File: config.mk
export PLATFORM = sky130hd
export DESIGN_NAME = slice_ctrl
export DESIGN_NICKNAME = d
export VERILOG_FILES = /design/src/rtl/slice_pkg.sv /design/src/rtl/slice_ctrl_key_debounce.sv /design/src/rtl/slice_ctrl.sv
export SDC_FILE = /design/constraint.sdc
export NUM_CORES = 1
export LEC_CHECK = 0
export ABC_CLOCK_PERIOD_IN_PS = 5560
export CAP_MARGIN = 20
export CORE_ASPECT_RATIO = 1.75
export CORE_MARGIN = 2
export CORE_UTILIZATION = 63
export CTS_CLUSTER_DIAMETER = 200
export DETAILED_ROUTE_END_ITERATION = 10
export GPL_ROUTABILITY_DRIVEN = 0
export HOLD_SLACK_MARGIN = 0.12
export PLACE_DENSITY = 0.84
export SYNTH_ARGS = -nofsm -noshare
export SYNTH_HDL_FRONTEND = slang
export SYNTH_SLANG_ARGS = --single-unit
File: constraint.sdc
create_clock -name clk -period 5.56 [get_ports clk]
set_clock_uncertainty 0.2 [all_clocks]
set_input_delay 0.834 -clock clk [delete_from_list [all_inputs] [get_ports clk]]
set_output_delay 0.834 -clock clk [all_outputs]
set_load 0.01 [all_outputs]
File: src/rtl/slice_pkg.sv
// ============================================================================
//  Module      : slice_pkg
//  Description : Shared types and constants for the slice job controller:
//                FSM state encoding, slice-counter width and default job size.
//  Revision    : 1.0 - initial release
// ============================================================================
`default_nettype none

package slice_pkg;

  // Width of the completed-slice counter (holds 0..16 without wrapping).
  localparam int SLICE_W = 5;

  // Default number of slices that make up one job.
  localparam int DEFAULT_NUM_SLICES = 16;

  // Job controller states.
  typedef enum logic [1:0] {
    IDLE  = 2'd0,
    RUN   = 2'd1,
    PAUSE = 2'd2,
    DONE  = 2'd3
  } state_t;

endpackage : slice_pkg

`default_nettype wire

File: src/rtl/slice_ctrl_key_debounce.sv
// ============================================================================
//  Module      : key_debounce
//  Description : Push-button conditioner. A 2-FF synchronizer feeds a
//                stability counter; once the synchronized level has differed
//                from the accepted level for DB_CYCLES consecutive cycles the
//                new level is accepted. Acceptance of a press (high-to-low)
//                emits a one-cycle pulse; release emits nothing.
//
//                The pulse is registered and is high during the cycle that
//                ends on clk edge DB_CYCLES+3 after the raw edge, so logic
//                sampling it acts on exactly that edge.
//
//  Ports       : clk      in  system clock
//                rst_n    in  asynchronous active-low reset
//                i_key_n  in  raw active-low key, asynchronous to clk
//                o_press  out one-cycle press pulse
//  Revision    : 1.0 - initial release
// ============================================================================
`default_nettype none

module key_debounce #(
  parameter int DB_CYCLES = 50000
) (
  input  logic clk,
  input  logic rst_n,
  input  logic i_key_n,
  output logic o_press
);

  // Counter only needs to reach DB_CYCLES-1; keep at least one bit.
  localparam int CW = (DB_CYCLES > 1) ? $clog2(DB_CYCLES) : 1;
  localparam logic [CW-1:0] c_LAST = CW'(DB_CYCLES - 1);

  logic          r_sync1;
  logic          r_sync2;
  logic          r_level;   // accepted (debounced) key level
  logic [CW-1:0] r_cnt;
  logic          r_press;

  always_ff @(posedge clk or negedge rst_n) begin
    if (!rst_n) begin
      r_sync1 <= 1'b1;
      r_sync2 <= 1'b1;
      r_level <= 1'b1;
      r_cnt   <= '0;
      r_press <= 1'b0;
    end else begin
      r_sync1 <= i_key_n;
      r_sync2 <= r_sync1;
      r_press <= 1'b0;
      // For a single-bit signal, "synchronized level changed" is the same as
      // "synchronized level fell back to the accepted level", so matching the
      // accepted level restarts the stability count.
      if (r_sync2 == r_level) begin
        r_cnt <= '0;
      end else if (r_cnt == c_LAST) begin
        r_level <= r_sync2;
        r_cnt   <= '0;
        r_press <= ~r_sync2;
      end else begin
        r_cnt <= r_cnt + 1'b1;
      end
    end
  end

  assign o_press = r_press;

endmodule : key_debounce

`default_nettype wire

File: src/rtl/slice_ctrl.sv
// ============================================================================
//  Module      : slice_ctrl
//  Description : Slice job controller. Debounced start/pause keys drive an
//                IDLE/RUN/PAUSE/DONE FSM that hands slices to a processing
//                core and counts their completion acknowledgements.
//
//  Ports       : clk          in  system clock (rising edge)
//                rst_n        in  asynchronous active-low reset
//                key_start_n  in  raw start key, active-low
//                key_pause_n  in  raw pause key, active-low
//                slice_ack_i  in  one-cycle slice-finished pulse from core
//                slice_req_o  out core may process slices while high
//                start_o      out one-cycle pulse on every job (re)start
//                pause_o      out high while paused
//                slice_num_o  out completed-slice count, 0..NUM_SLICES
//                finish_o     out high while job complete
//  Revision    : 1.0 - initial release
// ============================================================================
`default_nettype none

module slice_ctrl
  import slice_pkg::*;
#(
  parameter int NUM_SLICES = DEFAULT_NUM_SLICES,
  parameter int DB_CYCLES  = 50000
) (
  input  logic               clk,
  input  logic               rst_n,
  input  logic               key_start_n,
  input  logic               key_pause_n,
  input  logic               slice_ack_i,
  output logic               slice_req_o,
  output logic               start_o,
  output logic               pause_o,
  output logic [SLICE_W-1:0] slice_num_o,
  output logic               finish_o
);

  localparam logic [SLICE_W-1:0] c_NUM = SLICE_W'(NUM_SLICES);

  logic w_start_press;
  logic w_pause_press;

  key_debounce #(.DB_CYCLES(DB_CYCLES)) u_db_start (
    .clk     (clk),
    .rst_n   (rst_n),
    .i_key_n (key_start_n),
    .o_press (w_start_press)
  );

  key_debounce #(.DB_CYCLES(DB_CYCLES)) u_db_pause (
    .clk     (clk),
    .rst_n   (rst_n),
    .i_key_n (key_pause_n),
    .o_press (w_pause_press)
  );

  state_t             r_state;
  logic [SLICE_W-1:0] r_num;
  logic               r_start;
  logic               r_req;
  logic               r_pause;
  logic               r_finish;

  state_t             w_nxt_state;
  logic [SLICE_W-1:0] w_nxt_num;
  logic               w_nxt_start;
  logic [SLICE_W-1:0] w_num_inc;
  logic               w_can_count;
  logic               w_last;

  assign w_num_inc   = r_num + 1'b1;
  // Saturation guard: the count is never allowed past NUM_SLICES.
  assign w_can_count = slice_ack_i && (r_num < c_NUM);
  assign w_last      = (w_num_inc == c_NUM);

  always_comb begin
    w_nxt_state = r_state;
    w_nxt_num   = r_num;
    w_nxt_start = 1'b0;

    // A start press overrides everything, including a coincident ack.
    if (w_start_press) begin
      w_nxt_state = RUN;
      w_nxt_num   = '0;
      w_nxt_start = 1'b1;
    end else begin
      case (r_state)
        RUN: begin
          if (w_can_count) begin
            w_nxt_num = w_num_inc;
          end
          // Completing the last slice wins over a coincident pause press.
          if (w_can_count && w_last) begin
            w_nxt_state = DONE;
          end else if (w_pause_press) begin
            w_nxt_state = PAUSE;
          end
        end
        PAUSE: begin
          // The in-flight slice may still complete while paused.
          if (w_can_count) begin
            w_nxt_num = w_num_inc;
          end
          if (w_can_count && w_last) begin
            w_nxt_state = DONE;
          end else if (w_pause_press) begin
            w_nxt_state = RUN;
          end
        end
        default: begin
          // IDLE and DONE ignore acks and pause presses.
        end
      endcase
    end
  end

  // Outputs are registered alongside the state, decoded from the next state.
  always_ff @(posedge clk or negedge rst_n) begin
    if (!rst_n) begin
      r_state  <= IDLE;
      r_num    <= '0;
      r_start  <= 1'b0;
      r_req    <= 1'b0;
      r_pause  <= 1'b0;
      r_finish <= 1'b0;
    end else begin
      r_state  <= w_nxt_state;
      r_num    <= w_nxt_num;
      r_start  <= w_nxt_start;
      r_req    <= (w_nxt_state == RUN);
      r_pause  <= (w_nxt_state == PAUSE);
      r_finish <= (w_nxt_state == DONE);
    end
  end

  assign slice_req_o = r_req;
  assign start_o     = r_start;
  assign pause_o     = r_pause;
  assign slice_num_o = r_num;
  assign finish_o    = r_finish;

endmodule : slice_ctrl

`default_nettype wire

==> results by group <==
Synth
  – Async set-reset flop share out of synthesis: 1.000
  – Register bit count reported by yosys: 51
  – Post-synth cell types: 36
  – Synthesized area: 0.002362 mm2
  – Mapped Nets: 234
  – Prevailing post-synth register cell: dfrtp_1
  – Synth Instances: 223
  – Yosys warning total: 0
  – Post-synthesis sequential area ratio: 0.5434
  – Post-synth EDFFs: 0
  – Avg Inst Size Synth: 10.59 um2

Detailed routing
  – Routed len/inst: 14.08 um
  – Routed Antenna Nets: 0
  – Starting DRT DRC Count: 37
  – Via count: 1,666
  – Drt pass-1 iters: 4
  – Detail-routed via count per cell: 5.745
  – Post-route DRC: 0
  – Drt total wl: 4082 um

Critical path
  – RR Startpoint: u_db_start.r_cnt[0]
  – CP cell instances: clkdlybuf4s50_1
  – Buf/Inv on CP: 1
  – WP data required: 4530 ps
  – Crit end category: primary output
  – Delay-heaviest family, CP: buffers and inverters
  – Worst Path Arrival: 1350 ps
  – CP peak stage delay: 580 ps
  – Startpoint Class: flip-flop
  – CP Class: reg -> out
  – Critical Path Source: slice_num_o[0]
  – CP max-delay cell: clkdlybuf4s50_1
  – Crit path max fanout: 6

Place
  – Placed Area: 0.002536 mm2
  – Port-buffer cells: 13
  – HPWL Detailed: 2790 um
  – Dpl cells: 281
  – Setup slack at placement: 2971 ps

Min path
  – Hold Path Origin: u_db_start.r_sync1
  – Min-Delay Path Class: reg -> reg

Cells and area
  – Cell Count, Final, Fillers Out: 290
  – Final core utilization: 0.7485
  – Final net count: 254
  – Antenna diodes: 0
  – Fin area: 0.002689 mm2
  – Ratio of cells with drive above 1 in the final layout: 0.09836
  – Synthesis-to-layout area growth: 13.82%
  – # fillers: 250

Job
  – Max-cap violations: 0

Power
  – Clk pwr share: 0.425
  – Reg power frac: 0.542
  – Comb pwr share: 0.033
  – Psw: 139.0 uW
  – LEAKAGE: 1.097 nW
  – Internal power: 566.3 uW
  – Max IR drop VDD: 0.2078 mV
  – Sw frac: 0.1970
  – Power, Total: 705.3 uW
  – Pwr dens: 262.3 mW/mm2

GRT
  – Met3 Resource Use GR: 0.04049
  – Global-route total usage across every layer: 0.2169
  – Pin count of the biggest net entering global routing: 52
  – First-pass GRT wire length: 6962 um
  – GR peak layer: met2
  – GR Layer Usage met1: 0.2311
  – Initial antenna violation count: 0
  – Vias in the first global route: 1,610
  – Total gr overflow: 0
  – Met2 Usage GRT: 0.3911

Timing
  – Max Slew Vio Count: 0
  – Final count of hold timing violations: 0
  – Final Setup Violations: 0
  – Hold Slack: 158.3 ps
  – RSZ-0062 raised after global routing: false
  – Min Tclk post-route: 2381 ps
  – Worst Max-Slew Pin Slew: 730.3 ps
  – Fin crit share: 0.4282
  – Fmax: 0.4200 GHz
  – TNS Setup: 0 ps
  – Slew margin rel.: 0.5078
  – Final worst slack: 3179 ps

Clock tree
  – Total CTS buffers: 5
  – Clock root cell: clkbuf_8
  – Clock Sinks: 51
  – Worst skew pair latency: 310 ps
  – # hold bufs at CTS: 0
  – CTS clock-pin slew for the worst setup and hold paths: 90 ps
  – Post-CTS Setup Inserts: 0
  – Post-CTS Resized: 0
  – CTS tree: yes
  – Max Buffers Root-to-Sink: 2
  – H-tree depth: 2

Floorplan
  – Io pins: 14
  – Die Wd: 50.29 um
  – CORE AREA: 0.003592 mm2
  – Die H: 85.01 um
  – Die area: 0.004275 mm2
  – Num rows: 29
  – Starting Density: 0.6576

Status
  – Outcome: finished clean
-- final timing paths --
kind	to	cells past startpoint	slack, ps
worst max-delay path	slice_num_o[0]	1	3180
worst min-delay path	u_db_start.r_sync2	0	160
worst max register to register	u_db_start.r_cnt[14]	5	3280
worst min register to register	u_db_start.r_sync2	0	160
max in group asynchronous	u_db_start.r_sync2	2	4340
min in group asynchronous	slice_num_o[2]	1	240
-- state kept, by name, indices dropped and copies added (netlist names), 2 cells and up --
name,cells
u_db_pause.r_cnt,16
u_db_start.r_cnt,16
slice_num_o,5
r_state,2
-- cell usage in the layout (no fill, tap or decap), types with 8 or more instances in the layout --
cell type	instances
nor4_1	9
dfrtp_1	45
xnor2_1	26
nand4_1	10
nor2_1	49
clkdlybuf4s50_1	12
nand2_1	8
inv_1	9
nor3_1	8
nand3_1	11
-- synthesized netlist by cell type (6+ instances only) --
master,n,area share
ha_1,6,0.032
nor4_1,9,0.024
nor2_1,49,0.078
xor2_1,6,0.022
dfstp_2,6,0.067
xnor2_1,26,0.096
nand3_1,11,0.023
nand2_1,8,0.013
dfrtp_1,45,0.48
nor3_1,8,0.017
inv_1,9,0.014
nand4_1,10,0.026
-- logic make-up (layout without fill, tap and decap cells) --
| group | count (synthesis) | in the layout | synth area share |
|---|---|---|---|
| AO/OA/AOI/OAI | 8 | 8 | 0.03020 |
| AND/OR/NAND/NOR | 112 | 112 | 0.2394 |
| multiplexers | 3 | 3 | 0.01536 |
| adder cells (fa/ha/maj) | 6 | 6 | 0.03178 |
| flip-flops | 51 | 51 | 0.5434 |
| XOR/XNOR | 32 | 32 | 0.1186 |
| buffers and inverters | 11 | 32 | 0.02118 |
-- routing by layer --
layer  wire [um]  part of all wire
met2        2190              0.54
met1        1683              0.41
met4         106             0.026
met5           0                 0
met3         100             0.024
-- final cells by class --
| class | instances | area (um2) | share of cell area |
|---|---|---|---|
| Sequential cell | 51 | 1284 | 0.4774 |
| Multi-Input combinational cell | 161 | 1028 | 0.3825 |
| Timing Repair Buffer | 15 | 152.6 | 0.05677 |
| Clock buffer | 6 | 72.57 | 0.02699 |
| Clock inverter | 2 | 60.06 | 0.02234 |
| Tap cell | 46 | 57.56 | 0.02141 |
| Inverter | 9 | 33.78 | 0.01256 |
-- power by group through the flow --
stage | Sequential (mW) | Combinational (mW) | Clock (mW)
4_1_cts | 0.382 | 0.0227 | 0.307
3_5_place_dp | 0.390 | 0.0224 | 0
2_1_floorplan | 0.389 | 0.0102 | 0
3_3_place_gp | 0.389 | 0.0218 | 0
5_1_grt | 0.383 | 0.0275 | 0.318
6_report | 0.382 | 0.0234 | 0.300
Power figures use the tool's default switching activity.
